==> config.mk <==
export PLATFORM = sky130hd
export DESIGN_NAME = enc8to3_arb
export DESIGN_NICKNAME = d
export VERILOG_FILES = /design/src/rtl/enc8to3_arb.sv
export SDC_FILE = /design/constraint.sdc
export NUM_CORES = 1
export LEC_CHECK = 0
export CORE_MARGIN = 8
export CORE_UTILIZATION = 30
export CTS_BUF_LIST = sky130_fd_sc_hd__clkbuf_4
export DETAILED_ROUTE_END_ITERATION = 7
export MAX_ROUTING_LAYER = met4
export PLACE_DENSITY = 0.62
export SYNTH_ARGS = -nofsm -noshare
export SYNTH_HDL_FRONTEND = slang
export SYNTH_SLANG_ARGS = --single-unit
==> constraint.sdc <==
create_clock -name clk -period 1.5 [get_ports clk]
set_input_delay 0.3 -clock clk [delete_from_list [all_inputs] [get_ports clk]]
set_output_delay 0.3 -clock clk [all_outputs]
set_load 0.05 [all_outputs]
==> src/rtl/enc8to3_arb.sv <==
// ---------------------------------------------------------------------------
// enc8to3_arb -- pending-request 8-to-3 priority encoder with a valid/ready
// presentation handshake.
//
// Each request pulse on din sets a sticky pending bit. While the block is
// idle, the highest-priority pending and unmasked index is loaded into dout
// and presented with valid=1. The presented index stays frozen until the
// consumer accepts it (valid && ready). Acceptance clears that pending bit
// and forces a one-cycle bubble before the next index is presented.
//
// Parameters:
//   LOW_FIRST  0: bit 7 has the highest priority; 1: bit 0 has the highest.
//
// Ports:
//   clk      in   rising-edge clock
//   rst      in   asynchronous active-high reset
//   din      in   [7:0] request pulses, one bit per index
//   mask     in   [7:0] arbitration enable per index (masked bits stay pending)
//   dout     out  [2:0] index being presented
//   valid    out  dout holds a presented request
//   ready    in   consumer accepts the presented request
//   pend     out  [7:0] pending register
//   ovf      out  sticky: a request arrived for an index already pending
//   ovf_clr  in   synchronous clear of ovf (a same-edge set wins)
// ---------------------------------------------------------------------------
module enc8to3_arb #(
  parameter int unsigned LOW_FIRST = 0
) (
  input  logic       clk,
  input  logic       rst,
  input  logic [7:0] din,
  input  logic [7:0] mask,
  output logic [2:0] dout,
  output logic       valid,
  input  logic       ready,
  output logic [7:0] pend,
  output logic       ovf,
  input  logic       ovf_clr
);

  typedef enum logic {
    ST_IDLE    = 1'b0,
    ST_PRESENT = 1'b1
  } state_t;

  state_t     r_state;
  state_t     w_state_nxt;
  logic [7:0] r_pend;
  logic [7:0] w_pend_nxt;
  logic [2:0] r_dout;
  logic [2:0] w_dout_nxt;
  logic       r_ovf;
  logic       w_ovf_nxt;

  logic       w_grant;
  logic [7:0] w_clr;
  logic [7:0] w_dup;
  logic [7:0] w_cand;
  logic       w_any;
  logic [2:0] w_sel;

  // Arbitration only ever looks at the registered pending bits.
  always_comb begin
    w_cand = r_pend & mask;
    w_any  = |w_cand;
  end

  // Fixed-order priority encoder; the last match in the scan wins, so the
  // scan direction is the reverse of the priority order.
  always_comb begin
    w_sel = '0;
    if (LOW_FIRST != 0) begin
      for (int unsigned i = 8; i > 0; i--) begin
        if (w_cand[i-1]) w_sel = 3'(i - 1);
      end
    end else begin
      for (int unsigned i = 0; i < 8; i++) begin
        if (w_cand[i]) w_sel = 3'(i);
      end
    end
  end

  // Pending and overflow update. A bit being granted this edge is removed
  // before din is merged in, so a same-cycle repeat keeps it set without
  // counting as an overflow.
  always_comb begin
    w_grant = (r_state == ST_PRESENT) && ready;
    w_clr   = '0;
    if (w_grant) w_clr[r_dout] = 1'b1;
    w_dup      = din & r_pend & ~w_clr;
    w_pend_nxt = (r_pend & ~w_clr) | din;
    w_ovf_nxt  = r_ovf;
    if (|w_dup) begin
      w_ovf_nxt = 1'b1;
    end else if (ovf_clr) begin
      w_ovf_nxt = 1'b0;
    end
  end

  // Presentation FSM next state. Returning to IDLE on acceptance is what
  // produces the one-cycle bubble between consecutive grants.
  always_comb begin
    w_state_nxt = r_state;
    w_dout_nxt  = r_dout;
    unique case (r_state)
      ST_IDLE: begin
        if (w_any) begin
          w_state_nxt = ST_PRESENT;
          w_dout_nxt  = w_sel;
        end
      end
      ST_PRESENT: begin
        if (ready) w_state_nxt = ST_IDLE;
      end
      default: begin
        w_state_nxt = ST_IDLE;
      end
    endcase
  end

  always_ff @(posedge clk or posedge rst) begin
    if (rst) begin
      r_state <= ST_IDLE;
      r_pend  <= '0;
      r_dout  <= '0;
      r_ovf   <= 1'b0;
    end else begin
      r_state <= w_state_nxt;
      r_pend  <= w_pend_nxt;
      r_dout  <= w_dout_nxt;
      r_ovf   <= w_ovf_nxt;
    end
  end

  assign dout  = r_dout;
  assign valid = (r_state == ST_PRESENT);
  assign pend  = r_pend;
  assign ovf   = r_ovf;

endmodule
==> metrics, run 1 <==
DRC viols=0; Pleak=0.609 nW; Final Max Tran Viols=0; Final HPWL DP=1840 um; Slew @ Worst Pin=0.503 ns; post-route ant nets=0; CTS root buffer=clkbuf_4; total grt overflow=0; Sink Count=13; largest net degree at the start of global routing=14; Final GP Congestion=0.824; Routed wire per std cell=14.4 um; Yosys warning count=0; routed wire length=2210 um; # diodes=0; final setup violation count=0; final hold vios=0; Required @ worst endpoint=1.65 ns; RSZ-0062 raised after global routing=false; maximum level of the CTS H-tree=1; CP endpoint kind=flip-flop; area of the core=2410 sq um; outcome=complete, no violations; arrival time at the worst endpoint=1.58 ns; Synthesized Nets=94; Avg Cell Area, Syn=roughly 9.9 sq um; CTS Buffer Depth=2; Die Span Y=65.5 um; Port Buffers=32; vias post-DR=745; Max Fclk=0.703 GHz; top-count cell post-synth=nand2_1; final core utilization=0.572; TritonCTS buffer count=3; Slew HR=0.664; Post-synth EDFFs=0; Vias per Instance=4.84; share of cells above drive strength 1=0.411; initial DRC count=23; top-area cell type share of the netlist area=0.442; Post-Syn Instances=74; critical path launch point type=input port; Area Overhead vs Synth=87.2%; num rows=18; leading area contributor after synthesis=dfrtp_1; worst-path fanout max=7; worst clock skew=0.00597 ns; post-layout instance area=1380 sq um; antenna violations before repair=0; Max IR drop VDD=0.930 mV; synthesized flop and latch total=13; synth cell count leaders=nand2_1, dfrtp_1, a21o_1, o211ai_1; io pins=33; Hold Path Class=in2async; post-synthesis sequential area ratio=0.442; Max Cap Viol=0; die width=65.5 um; Nets=145; # fillers=208; Overall Power=1.99 mW; Primary FF master, synth=dfrtp_1; initial cell density of the core=0.305; setup_tns=0 ns; die area=4290 sq um; PwrDens=around 1400 nW/um^2; DR pass1 iterations=4; number of global-route vias before repair=838; synthesized cell area=around 740 sq um; leading post-synthesis cells by cell area=dfrtp_1, nand2_1, a21o_1, mux2_4, o211ai_1; CTS tree=built; asr flop ratio synth=1.00; Yosys cell types=27; GRT Total Usage=0.113; Final Cycle Share=0.948; Clock Pin Slew Worst Setup and Hold Paths=around 0.080 ns; min Tclk post-route=1.42 ns; Post-DP Area=1340 sq um; critical path start-end classification=in2reg; Skew-Pair Late Insertion Delay=0.28 ns; first-pass GRT wire length=between 3000 and 4000 um
## worst max-delay path, stage by stage
cell and delay [ns]:
clkdlybuf4s50_1 0.48, buf_4 0.14, and4_1 0.24, nand2_1 0.08, a32oi_1 0.23, o211ai_1 0.11
## layout by cell type, fill, tap and decap left out, drive strengths merged
master and n:
buf 28, clkdlybuf4s50 17, nand2 15, dfrtp 13, a21o 9, o211ai 4, clkbuf 4, a32oi 3
inv 3, a21oi 3, and3b 2, mux2 2, nand4 2, nand2b 2, a41oi 2, o21ai 2
dlymetal6s2s 2, nand3 1, a22o 1, a22oi 1, and3 1, and2b 1, and4 1, nor2 1
and4b 1, and2 1, o221ai 1, nor4 1
## layout make-up
class	count	area, sq um	share of cell area
Sequential cell	13	339	0.246
Multi-Input combinational cell	57	392	0.284
Clock buffer	4	30.0	0.0218
Inverter	3	11.3	0.00817
Timing Repair Buffer	47	568	0.412
Tap cell	30	37.5	0.0272
## registers in the layout, indices dropped and copies added, names as in the netlist
register	flops
pend	8
dout	3
ovf	1
valid	1
## where the power goes
part / total, mW / internal (mW) / switching [mW]
Clock: 0.242 / 0.121 / 0.121
Combinational: 1.22 / 0.625 / 0.597
Sequential: 0.529 / 0.441 / 0.0879
## worst paths after layout
| path | from | endpoint | slack [ns] | depth (start not counted) |
|---|---|---|---|---|
| worst max-delay path | ready | ovf | 0.08 | 6 |
| worst max register to register | pend[3] | dout[0] | 0.11 | 4 |
| worst min-delay path | rst | ovf | 0.34 | 2 |
| min in group clk | mask[5] | dout[0] | 0.47 | 4 |
| worst min register to register | pend[0] | pend[0] | 0.57 | 1 |
| max in group asynchronous | rst | pend[4] | 0.79 | 2 |
## layer usage
layer  vias to the layer above  wire length [um]  track usage
met4                         0                37       0.0572
met3                         4               138       0.0357
met5                         -                 0            -
met1                       336               947        0.124
met2                        23              1090        0.181
li1                        382                 -            -
## per-stage QoR
step	setup WS, ns	std cells	hold WS (ns)
finish	0.0783	154	0.339
global route	0.0241	154	0.377
floorplan	-0.0267	74	0.176
global placement	-0.232	149	0.549
detailed placement	-0.275	149	0.557
CTS	0.0314	153	0.372
## cells by family (layout without fill, tap and decap cells)
kind of cell / after synthesis / count (layout) / synth area share
AO/OA/AOI/OAI: 26 / 26 / 0.279
buffers and inverters: 4 / 54 / 0.0255
flip-flops: 13 / 13 / 0.442
multiplexers: 2 / 2 / 0.0408
AND/OR/NAND/NOR: 29 / 29 / 0.213
## timing repair
| action | 4_1_cts | 5_1_grt |
|---|---|---|
| hold endpoints to repair | 0 | 0 |
| hold buffers | 0 | 0 |
| endpoints found under the setup margin | 0 | 1 |
| gates resized for setup | 0 | 2 |
| setup buffers | 0 | 1 |
(Power assumes the default switching activity.)
==> inputs of run 2 (changes only) <==
RECOVER_POWER = 50   (was unset)
SETUP_SLACK_MARGIN = 0.5   (was unset)
==> metrics, run 2 (synthesized netlist as in run 1, its figures left out) <==
die area=4290 sq um (unchanged); Max IR drop VDD=1.13 mV (was 0.930 mV); Routed wire per std cell=17.7 um (was 14.4 um); Pleak=0.701 nW (was 0.609 nW); num rows=18 (unchanged); Clk pwr share=0.099 (was 0.121); # fillers=201 (was 208); critical path launch point type=flip-flop (was input port); register share of total power=0.229 (was 0.265); Int Power=1.42 mW (was 1.19 mW); worst slack, placed=-0.285 ns (was -0.275 ns); Final GP Congestion=0.829 (was 0.824); commonest non-fill, non-tap cell in the layout=buf_4 (was clkdlybuf4s50_1); Final Max Tran Viols=0 (unchanged); Switching Fraction=0.406 (was 0.404); area of the core=2410 sq um (unchanged); CP endpoint kind=flip-flop (unchanged); share of cells above drive strength 1=0.571 (was 0.411); Max Fclk=0.682 GHz (was 0.703 GHz); Hold Path Class=in2async (unchanged); CTS Buffer Depth=2 (unchanged); worst-path fanout max=4 (was 7); total grt overflow=0 (unchanged); final hold vios=0 (unchanged); Met1 Routed Length=1200 um (was 947 um); min Tclk post-route=1.47 ns (was 1.42 ns); RSZ-0062 raised after global routing=true (was false); Vias per Instance=5.02 (was 4.84); Skew-Pair Late Insertion Delay=0.28 ns (about the same); Crit path max-delay family=simple AND/OR/NAND/NOR gates (was buffers and inverters); worst clock skew=0.00473 ns (was 0.00597 ns); io pins=33 (unchanged); Final Cycle Share=0.978 (was 0.948); final core utilization=0.663 (was 0.572); PwrDens=1500 nW/um^2 (was 1450 nW/um^2); Crit path buffers/inverters=0 (was 2); setup ws final=0.0331 ns (was 0.0783 ns); CTS tree=built (unchanged); uppermost layer routed=met4 (unchanged); vias post-DR=854 (was 745); DR pass1 iterations=4 (unchanged); cts hold-fix bufs=0 (unchanged); Max Cap Viol=0 (unchanged); arrival time at the worst endpoint=1.61 ns (was 1.58 ns); Slew HR=0.643 (was 0.664); routed wire length=3000 um (was 2210 um); number of global-route vias before repair=913 (was 838); setup_tns=0 ns (unchanged); # diodes=0 (unchanged); Required @ worst endpoint=1.64 ns (was 1.65 ns); final setup violation count=0 (unchanged); Die Span Y=65.5 um (unchanged); most frequent cells in the layout=buf_4, buf_12, nand2_1 (was clkdlybuf4s50_1, nand2_1, buf_4); CP max stage delay=0.44 ns (was 0.48 ns); critical path start-end classification=reg2reg (was in2reg); P_sw=0.971 mW (was 0.806 mW); first-pass GRT wire length=4340 um (was 3670 um); Clock Pin Slew Worst Setup and Hold Paths=0.10 ns (was 0.08 ns); Port Buffers=32 (unchanged); GRT Total Usage=0.133 (was 0.113); Comb pwr share=0.673 (was 0.613); met2 wire len=1620 um (was 1090 um); worst-path cell chain=and3b_2 > a21oi_1 > nor4_2 > o211ai_1 (was clkdlybuf4s50_1 > buf_4 > and4_1 > nand2_1 > a32oi_1 > o211ai_1); Final HPWL DP=1910 um (was 1840 um); CTS root buffer=clkbuf_4 (unchanged); TritonCTS buffer count=3 (unchanged); max reg flops=8 (unchanged); initial DRC count=19 (was 23); initial cell density of the core=0.305 (unchanged); largest net degree at the start of global routing=14 (unchanged); Nets=161 (was 145); CP max stage cell=dfrtp_2 (was clkdlybuf4s50_1); Area Overhead vs Synth=117% (was 87.2%); Sink Count=13 (unchanged); post-route ant nets=0 (unchanged); antenna violations before repair=0 (unchanged); met3 WL post-DR=135 um (was 138 um); Slew @ Worst Pin=0.534 ns (was 0.503 ns); DRC viols=0 (unchanged); outcome=complete, no violations (unchanged); die width=65.5 um (unchanged); maximum level of the CTS H-tree=1 (unchanged)
[run 2: final cells by class]
type / instances / area (sq um) / share of cell area
timing repair buffer: 63 / 721 / 0.451
tap: 30 / 37.5 / 0.0235
multi-input combinational: 57 / 459 / 0.288
clock inverter: 1 / 5.00 / 0.00313
clock buffer: 3 / 22.5 / 0.0141
inverter: 3 / 11.3 / 0.00705
sequential: 13 / 340 / 0.213
[run 2: through the flow]
step	area, sq um	total power [mW]	hold slack [ns]	std cells
final	1600	2.39	0.481	170
after global routing	1600	2.48	0.532	170
after CTS	1520	2.26	0.364	165
after detailed placement	1350	1.77	0.550	150
after global placement	1350	1.76	0.543	150
after floorplan	757	1.14	0.176	74
[run 2: path summary, 6_finish.rpt]
path / slack [ns] / to / start / cells past startpoint
max: 0.03 / ovf / dout[2] / 4
min reg2reg: 0.57 / pend[6] / pend[6] / 1
max reg2reg: 0.03 / ovf / dout[2] / 4
min in group clk: 0.54 / dout[0] / mask[7] / 4
max in group asynchronous: 0.63 / pend[6] / rst / 2
min: 0.48 / pend[1] / rst / 2
[run 2: worst reg2reg max path, stage by stage, from the launching register on]
cell,delay (ns)
dfrtp_2,0.44
and3b_2,0.28
a21oi_1,0.09
nor4_2,0.36
o211ai_1,0.16
[run 2: power by group through the flow]
| stage | sequential (mW) | combinational (mW) | clock, mW |
|---|---|---|---|
| floorplan | 0.822 | 0.318 | 0 |
| global placement | 0.529 | 1.23 | 0 |
| detailed placement | 0.535 | 1.24 | 0 |
| CTS | 0.536 | 1.49 | 0.229 |
| global route | 0.555 | 1.68 | 0.253 |
| finish | 0.547 | 1.61 | 0.236 |
[run 2: timing repair]
item                                    in CTS  in global routing
endpoints found under the setup margin      26                 26
endpoints found under the hold margin        0                  0
resized for setup                           24                  6
pin swaps                                   10                  9
buffers inserted                            11                  5
gates cloned                                 0                  0
[run 2: routing by layer]
layer  up-vias  global-route usage
li1        414                   -
met1       412               0.143
met2        24               0.235
met3         4              0.0340
met4         0              0.0409
met5         -                   -
